`config.mk`:
```
export PLATFORM = sky130hd
export DESIGN_NAME = bit_align_multi
export DESIGN_NICKNAME = d
export VERILOG_FILES = /design/src/rtl/bit_align_multi.sv
export SDC_FILE = /design/constraint.sdc
export NUM_CORES = 1
export LEC_CHECK = 0
export ABC_AREA = 1
export CORE_MARGIN = 1
export CORE_UTILIZATION = 35
export DETAILED_ROUTE_END_ITERATION = 10
export PLACE_DENSITY = 0.58
export SYNTH_ARGS = -nofsm -noshare
export SYNTH_HDL_FRONTEND = slang
export SYNTH_SLANG_ARGS = --single-unit
export TNS_END_PERCENT = 30
```
`constraint.sdc`:
```
create_clock -name clk -period 3.5 [get_ports clk]
set_clock_uncertainty 0.2 [all_clocks]
set_input_delay 0.7 -clock clk [delete_from_list [all_inputs] [get_ports clk]]
set_output_delay 0.7 -clock clk [all_outputs]
set_load 0.05 [all_outputs]
```
`src/rtl/bit_align_multi.sv`:
```
// Multi-lane IDELAY bit aligner: sweeps all taps and centres each lane in its widest passing window.
// Optional post-alignment link monitor with automatic re-sweep: define BIT_ALIGN_MONITOR_EN.
module bit_align_multi #(
  parameter int DATA_WIDTH    = 10,
  parameter int NUM_LANES     = 4,
  parameter int TAP_NUMS      = 32,
  parameter int TAP_W         = 5,
  parameter int SETTLE_CYCLES = 4,
  parameter int SAMPLE_CYCLES = 16,
  parameter int MIN_EYE       = 3
) (
  input  logic                            clk,
  input  logic                            reset_n,
  input  logic                            enable,
  input  logic                            idelayCtrl_rdy,
  input  logic [NUM_LANES*DATA_WIDTH-1:0] master_data,
  input  logic [NUM_LANES*DATA_WIDTH-1:0] slave_data,
  output logic [NUM_LANES*TAP_W-1:0]      tap_value,
  output logic [NUM_LANES-1:0]            lane_fail,
  output logic                            bit_align_done
);

  localparam logic [2:0] IDLE   = 3'd0;
  localparam logic [2:0] SETTLE = 3'd1;
  localparam logic [2:0] SAMPLE = 3'd2;
  localparam logic [2:0] NEXT   = 3'd3;
  localparam logic [2:0] CENTER = 3'd4;
  localparam logic [2:0] DONE   = 3'd5;

  localparam int CNT_MAX = (SETTLE_CYCLES > SAMPLE_CYCLES) ? SETTLE_CYCLES : SAMPLE_CYCLES;
  localparam int CNT_W   = $clog2(CNT_MAX);
  localparam int LEN_W   = TAP_W + 1;

  logic [2:0]                            state_q, state_d;
  logic [TAP_W-1:0]                      scan_q, scan_d;
  logic [CNT_W-1:0]                      cnt_q, cnt_d;
  logic [NUM_LANES-1:0]                  match_q, match_d;
  logic [NUM_LANES-1:0]                  good_q, good_d;
  logic [NUM_LANES-1:0][LEN_W-1:0]       cur_len_q, cur_len_d, best_len_q, best_len_d;
  logic [NUM_LANES-1:0][TAP_W-1:0]       cur_start_q, cur_start_d, best_start_q, best_start_d;
  logic [NUM_LANES-1:0][TAP_W-1:0]       tap_q, tap_d;
  logic [NUM_LANES-1:0]                  fail_q, fail_d;
  logic                                  done_q, done_d;
  logic                                  start_sweep;

  logic [NUM_LANES-1:0][LEN_W-1:0]       nx_cur_len, nx_best_len;
  logic [NUM_LANES-1:0][TAP_W-1:0]       nx_cur_start, nx_best_start, nx_tap;
  logic [NUM_LANES-1:0]                  nx_fail;

`ifdef BIT_ALIGN_MONITOR_EN
  logic [NUM_LANES-1:0][3:0]             mon_q, mon_d;
  logic                                  mon_trip;
`endif

  assign tap_value      = tap_q;
  assign lane_fail      = fail_q;
  assign bit_align_done = done_q;

  // Tracker update for the tap just sampled, plus the centre it would imply if it were the last tap.
  always_comb begin
    for (int unsigned i = 0; i < NUM_LANES; i++) begin
      match_d[i]       = master_data[i*DATA_WIDTH +: DATA_WIDTH] == ~slave_data[i*DATA_WIDTH +: DATA_WIDTH];
      nx_cur_len[i]    = '0;
      nx_cur_start[i]  = cur_start_q[i];
      if (good_q[i]) begin
        nx_cur_len[i] = cur_len_q[i] + LEN_W'(1);
        if (cur_len_q[i] == '0) nx_cur_start[i] = scan_q;
      end
      nx_best_len[i]   = best_len_q[i];
      nx_best_start[i] = best_start_q[i];
      if (nx_cur_len[i] > best_len_q[i]) begin
        nx_best_len[i]   = nx_cur_len[i];
        nx_best_start[i] = nx_cur_start[i];
      end
      nx_fail[i] = nx_best_len[i] < LEN_W'(MIN_EYE);
      nx_tap[i]  = nx_fail[i] ? '0
                 : TAP_W'({1'b0, nx_best_start[i]} + ((nx_best_len[i] - LEN_W'(1)) >> 1));
    end
  end

  always_comb begin
    state_d      = state_q;
    scan_d       = scan_q;
    cnt_d        = cnt_q;
    good_d       = good_q;
    cur_len_d    = cur_len_q;
    cur_start_d  = cur_start_q;
    best_len_d   = best_len_q;
    best_start_d = best_start_q;
    tap_d        = tap_q;
    fail_d       = fail_q;
    start_sweep  = 1'b0;
`ifdef BIT_ALIGN_MONITOR_EN
    mon_d        = '0;
    mon_trip     = 1'b0;
`endif
    if (state_q != IDLE && !enable) begin
      state_d      = IDLE;
      scan_d       = '0;
      cnt_d        = '0;
      good_d       = '0;
      cur_len_d    = '0;
      cur_start_d  = '0;
      best_len_d   = '0;
      best_start_d = '0;
      tap_d        = '0;
      fail_d       = '0;
    end else if (state_q != IDLE && !idelayCtrl_rdy) begin
`ifdef BIT_ALIGN_MONITOR_EN
      mon_d = mon_q;
`endif
    end else begin
      case (state_q)
        IDLE:   if (enable && idelayCtrl_rdy) start_sweep = 1'b1;
        SETTLE: begin
          if (cnt_q == CNT_W'(SETTLE_CYCLES - 1)) begin
            cnt_d   = '0;
            good_d  = '1;
            state_d = SAMPLE;
          end else begin
            cnt_d = cnt_q + CNT_W'(1);
          end
        end
        SAMPLE: begin
          good_d = good_q & match_q;
          if (cnt_q == CNT_W'(SAMPLE_CYCLES - 1)) begin
            cnt_d   = '0;
            state_d = NEXT;
          end else begin
            cnt_d = cnt_q + CNT_W'(1);
          end
        end
        NEXT: begin
          cur_len_d    = nx_cur_len;
          cur_start_d  = nx_cur_start;
          best_len_d   = nx_best_len;
          best_start_d = nx_best_start;
          // Final taps are loaded on entry to CENTER so they settle a cycle ahead of done.
          if (scan_q == TAP_W'(TAP_NUMS - 1)) begin
            tap_d   = nx_tap;
            fail_d  = nx_fail;
            state_d = CENTER;
          end else begin
            scan_d  = scan_q + TAP_W'(1);
            tap_d   = {NUM_LANES{TAP_W'(scan_q + TAP_W'(1))}};
            state_d = SETTLE;
          end
        end
        CENTER: state_d = DONE;
        DONE: begin
`ifdef BIT_ALIGN_MONITOR_EN
          for (int unsigned i = 0; i < NUM_LANES; i++) begin
            mon_d[i] = match_q[i] ? 4'd0 : ((mon_q[i] == 4'd8) ? 4'd8 : mon_q[i] + 4'd1);
            if (mon_q[i] == 4'd8 && !fail_q[i]) mon_trip = 1'b1;
          end
          if (mon_trip) begin
            start_sweep = 1'b1;
            mon_d       = '0;
          end
`endif
        end
        default: state_d = IDLE;
      endcase
      if (start_sweep) begin
        state_d      = SETTLE;
        scan_d       = '0;
        cnt_d        = '0;
        good_d       = '0;
        cur_len_d    = '0;
        cur_start_d  = '0;
        best_len_d   = '0;
        best_start_d = '0;
        tap_d        = '0;
        fail_d       = '0;
      end
    end
    done_d = (state_d == DONE);
  end

  always_ff @(posedge clk) begin
    if (!reset_n) begin
      state_q      <= IDLE;
      scan_q       <= '0;
      cnt_q        <= '0;
      match_q      <= '0;
      good_q       <= '0;
      cur_len_q    <= '0;
      cur_start_q  <= '0;
      best_len_q   <= '0;
      best_start_q <= '0;
      tap_q        <= '0;
      fail_q       <= '0;
      done_q       <= 1'b0;
`ifdef BIT_ALIGN_MONITOR_EN
      mon_q        <= '0;
`endif
    end else begin
      state_q      <= state_d;
      scan_q       <= scan_d;
      cnt_q        <= cnt_d;
      match_q      <= match_d;
      good_q       <= good_d;
      cur_len_q    <= cur_len_d;
      cur_start_q  <= cur_start_d;
      best_len_q   <= best_len_d;
      best_start_q <= best_start_d;
      tap_q        <= tap_d;
      fail_q       <= fail_d;
      done_q       <= done_d;
`ifdef BIT_ALIGN_MONITOR_EN
      mon_q        <= mon_d;
`endif
    end
  end

endmodule

```
==> results.json <==
{
  "status": "finished with violations",
  "violations": "setup timing",
  "ctsHoldBuffers": 0,
  "cts_tree": "done",
  "grt_pass1_wl_mm": 43.4,
  "power_uw": 8210,
  "crit_cells": 28,
  "clkSinkCount": 133,
  "critPathMaxStageDelay_ns": 0.38,
  "maxCapViolations": 0,
  "combPwrFrac_pct": 57.2,
  "synth_top_cell_by_area": "dfxtp_1",
  "synthTopCellsByArea": "dfxtp_1, nand2_1, inv_1",
  "root_buffer": "clkbuf_16",
  "p_clk_share_pct": 22.9,
  "synth-edff-count": 0,
  "p_per_area_mw_per_mm2": 635,
  "cp_max_fo": 5,
  "crit_required_ns": 3.66,
  "setup_tns_ns": -0.936,
  "yosysSeqAreaShare_pct": 30.3,
  "clk_path_buf_depth": 2,
  "synth_cells": 1352,
  "std_cell_rows": 57,
  "rsz0062_at_grt": "yes",
  "synth-seq-cells": 133,
  "synth_top_cell_area_share_pct": 30.3,
  "synth_nets": 1487,
  "fin_ws_ns": -0.233,
  "grt_pass1_vias": 9155,
  "async_flop_share_pct": 0,
  "slowest_stage": "fa_2",
  "first_pass_iters": 8,
  "yosys_warnings": 0,
  "gp_congestion": 0.832,
  "cts_htree_levels": 4,
  "antenna_found_initial": 0,
  "cts_buffers": 17,
  "portBuffers": 108,
  "design_area_mm2": 0.0129,
  "die_area_mm2": 0.0258,
  "layout_common_cells": "nand2_1, buf_4, inv_1",
  "timing.fmax_mhz": 268,
  "core-area_mm2": 0.0245,
  "timing.critical_path.from": "cur_len_q[18]",
  "wl_per_cell_um": 13.5,
  "p_sw_share_pct": 40.4,
  "avgViaCountPerCell": 4.87,
  "setup_viol_count_final": 10,
  "arrival_ns": 3.89,
  "final_common_cell": "nand2_1",
  "tightestPinTransition_ns": 0.647,
  "hold_path_depth": 2,
  "detailed_place_hpwl_mm": 18.6,
  "p_switching_uw": 3320,
  "area_growth_pct": 47.1,
  "p_leak_uw": 0.00552,
  "crit_path_end_kind": "flop",
  "min-delay-start": "tap_value[13]",
  "nFillCells": 2392,
  "seqPwrFrac_pct": 19.9,
  "syn_area_per_cell_um2": 6.50,
  "drt_wl_total_mm": 26.4,
  "drive_above_1_share_pct": 25.5,
  "dp_slack_ns": -0.269,
  "chipWidth_um": 160,
  "finalCritPeriodShare_pct": 107,
  "nets": 1753,
  "drt_iter0_drc": 583,
  "finalCriticalPeriod_ns": 3.73,
  "hold_viol": 0,
  "p_int_uw": 4890,
  "final_antenna_net_count": 0,
  "placed_area_mm2": 0.0113,
  "cpLargestDelayFamily": "simple AND/OR/NAND/NOR gates",
  "crit_buf_inv": 3,
  "critPathKind": "flop to flop",
  "antenna_cells": 0,
  "clk_latency_ns": 0.43,
  "drcViolationCount": 0,
  "hold_class": "flop to flop",
  "grt-ovfl-total": 0,
  "dieHeight_um": 160,
  "path_clk_slew_ns": 0.06,
  "initial_utilization_pct": 35.9,
  "vdd_drop_max_mv": 0.355,
  "ys_types": 51,
  "reg2regPathDepth": 28,
  "grt_max_degree": 97,
  "num_vias": 9519,
  "r2r_start": "cur_len_q[18]",
  "grtUsageTotal_pct": 20.7,
  "startpoint_type": "flop",
  "io_pins": 109,
  "slew_headroom_pct": 56.8,
  "synth_ff_type": "dfxtp_1",
  "syn_area_mm2": 0.00879,
  "finalMaxSlewViolations": 0
}
timing repair:
action,CTS,global route
endpoints found under the setup margin,14,18
pin swaps,45,52
setup buffers,33,14
resized for setup,78,81
endpoints found under the hold margin,0,0
cloned,2,0
flip-flops by register name (all words and copies together) (netlist names):
signal,count
tap_value,20
best_start_q,20
cur_len_q,24
good_q,4
cur_start_q,20
scan_q,5
lane_fail,4
match_q,4
state_q,3
cnt_q,4
bit_align_done,1
best_len_q,24
through the flow:
stage	cells	hold slack [ns]	utilization [%]
after floorplan	1352	0.241	-
after global placement	1874	0.251	46.2
after detailed placement	1874	0.253	46.2
after CTS	1941	0.264	51.1
after global routing	1955	0.279	52.8
final	1955	0.259	52.8
synthesized netlist by cell type (all sizes together), types with 2 or more instances:
library cell / number
ha: 47
xor2: 10
xnor2: 14
dfxtp: 133
inv: 179
nand4: 21
buf: 12
a22oi: 2
clkbuf: 33
o22ai: 17
or4: 2
a31oi: 5
a21oi: 115
fa: 4
or2: 3
nand3: 67
clkinv: 2
o21ai: 66
a21o: 2
nand2: 471
o21a: 4
nor3: 16
o221ai: 5
nand3b: 9
nor4: 5
o211ai: 7
o21bai: 5
a211oi: 3
nor2: 85
o2111ai: 3
metal layers:
| metal | wire length (µm) | vias up | part of all wire (%) | track usage [%] |
|---|---|---|---|---|
| li1 | - | 4895 | - | - |
| met1 | 11700 | 4403 | 44 | 24.6 |
| met2 | 13500 | 195 | 51 | 38.1 |
| met3 | 917 | 26 | 3.5 | 3.41 |
| met4 | 272 | 0 | 1.0 | 5.06 |
| met5 | 0 | - | 0 | 0 |
power by group through the flow:
stage | Combinational (µW) | Sequential [µW] | Clock [µW]
floorplan | 2280 | 1640 | 0
global placement | 3710 | 1670 | 0
detailed placement | 3730 | 1670 | 0
CTS | 4250 | 1630 | 1910
global route | 5170 | 1640 | 1970
finish | 4690 | 1630 | 1880
worst register-to-register path: cells and delay by family (launching register included):
kind | cells | cell delay, ns
compound gates | 3 | 0.56
fa+ha+maj | 4 | 1.00
simple gates | 18 | 1.37
flops | 1 | 0.37
buf+inv | 3 | 0.16
kinds of logic (layout without fill, tap and decap cells):
family | count (synthesis) | in the layout | share of synthesized area (%)
flops | 133 | 133 | 30.3
fa+ha+maj | 51 | 51 | 7.60
xor+xnor | 24 | 24 | 2.39
buf+inv | 226 | 503 | 10.1
simple gates | 681 | 683 | 34.0
compound gates | 237 | 237 | 15.6
area by class of cell:
| class | instances | area [µm²] | share of cell area (%) |
|---|---|---|---|
| multi-input combinational | 995 | 6010 | 46.5 |
| sequential | 133 | 2700 | 20.8 |
| timing repair buffer | 290 | 2520 | 19.5 |
| inverter | 181 | 681 | 5.27 |
| clock buffer | 23 | 488 | 3.77 |
| tap | 324 | 405 | 3.14 |
| clock inverter | 9 | 125 | 0.968 |
worst paths after layout:
kind,to,slack (ns)
max,tap_value[19],-0.23
min,tap_value[13],0.26
max reg2reg,tap_value[19],-0.23
min reg2reg,tap_value[13],0.26
Power figures use the tool's default switching activity.
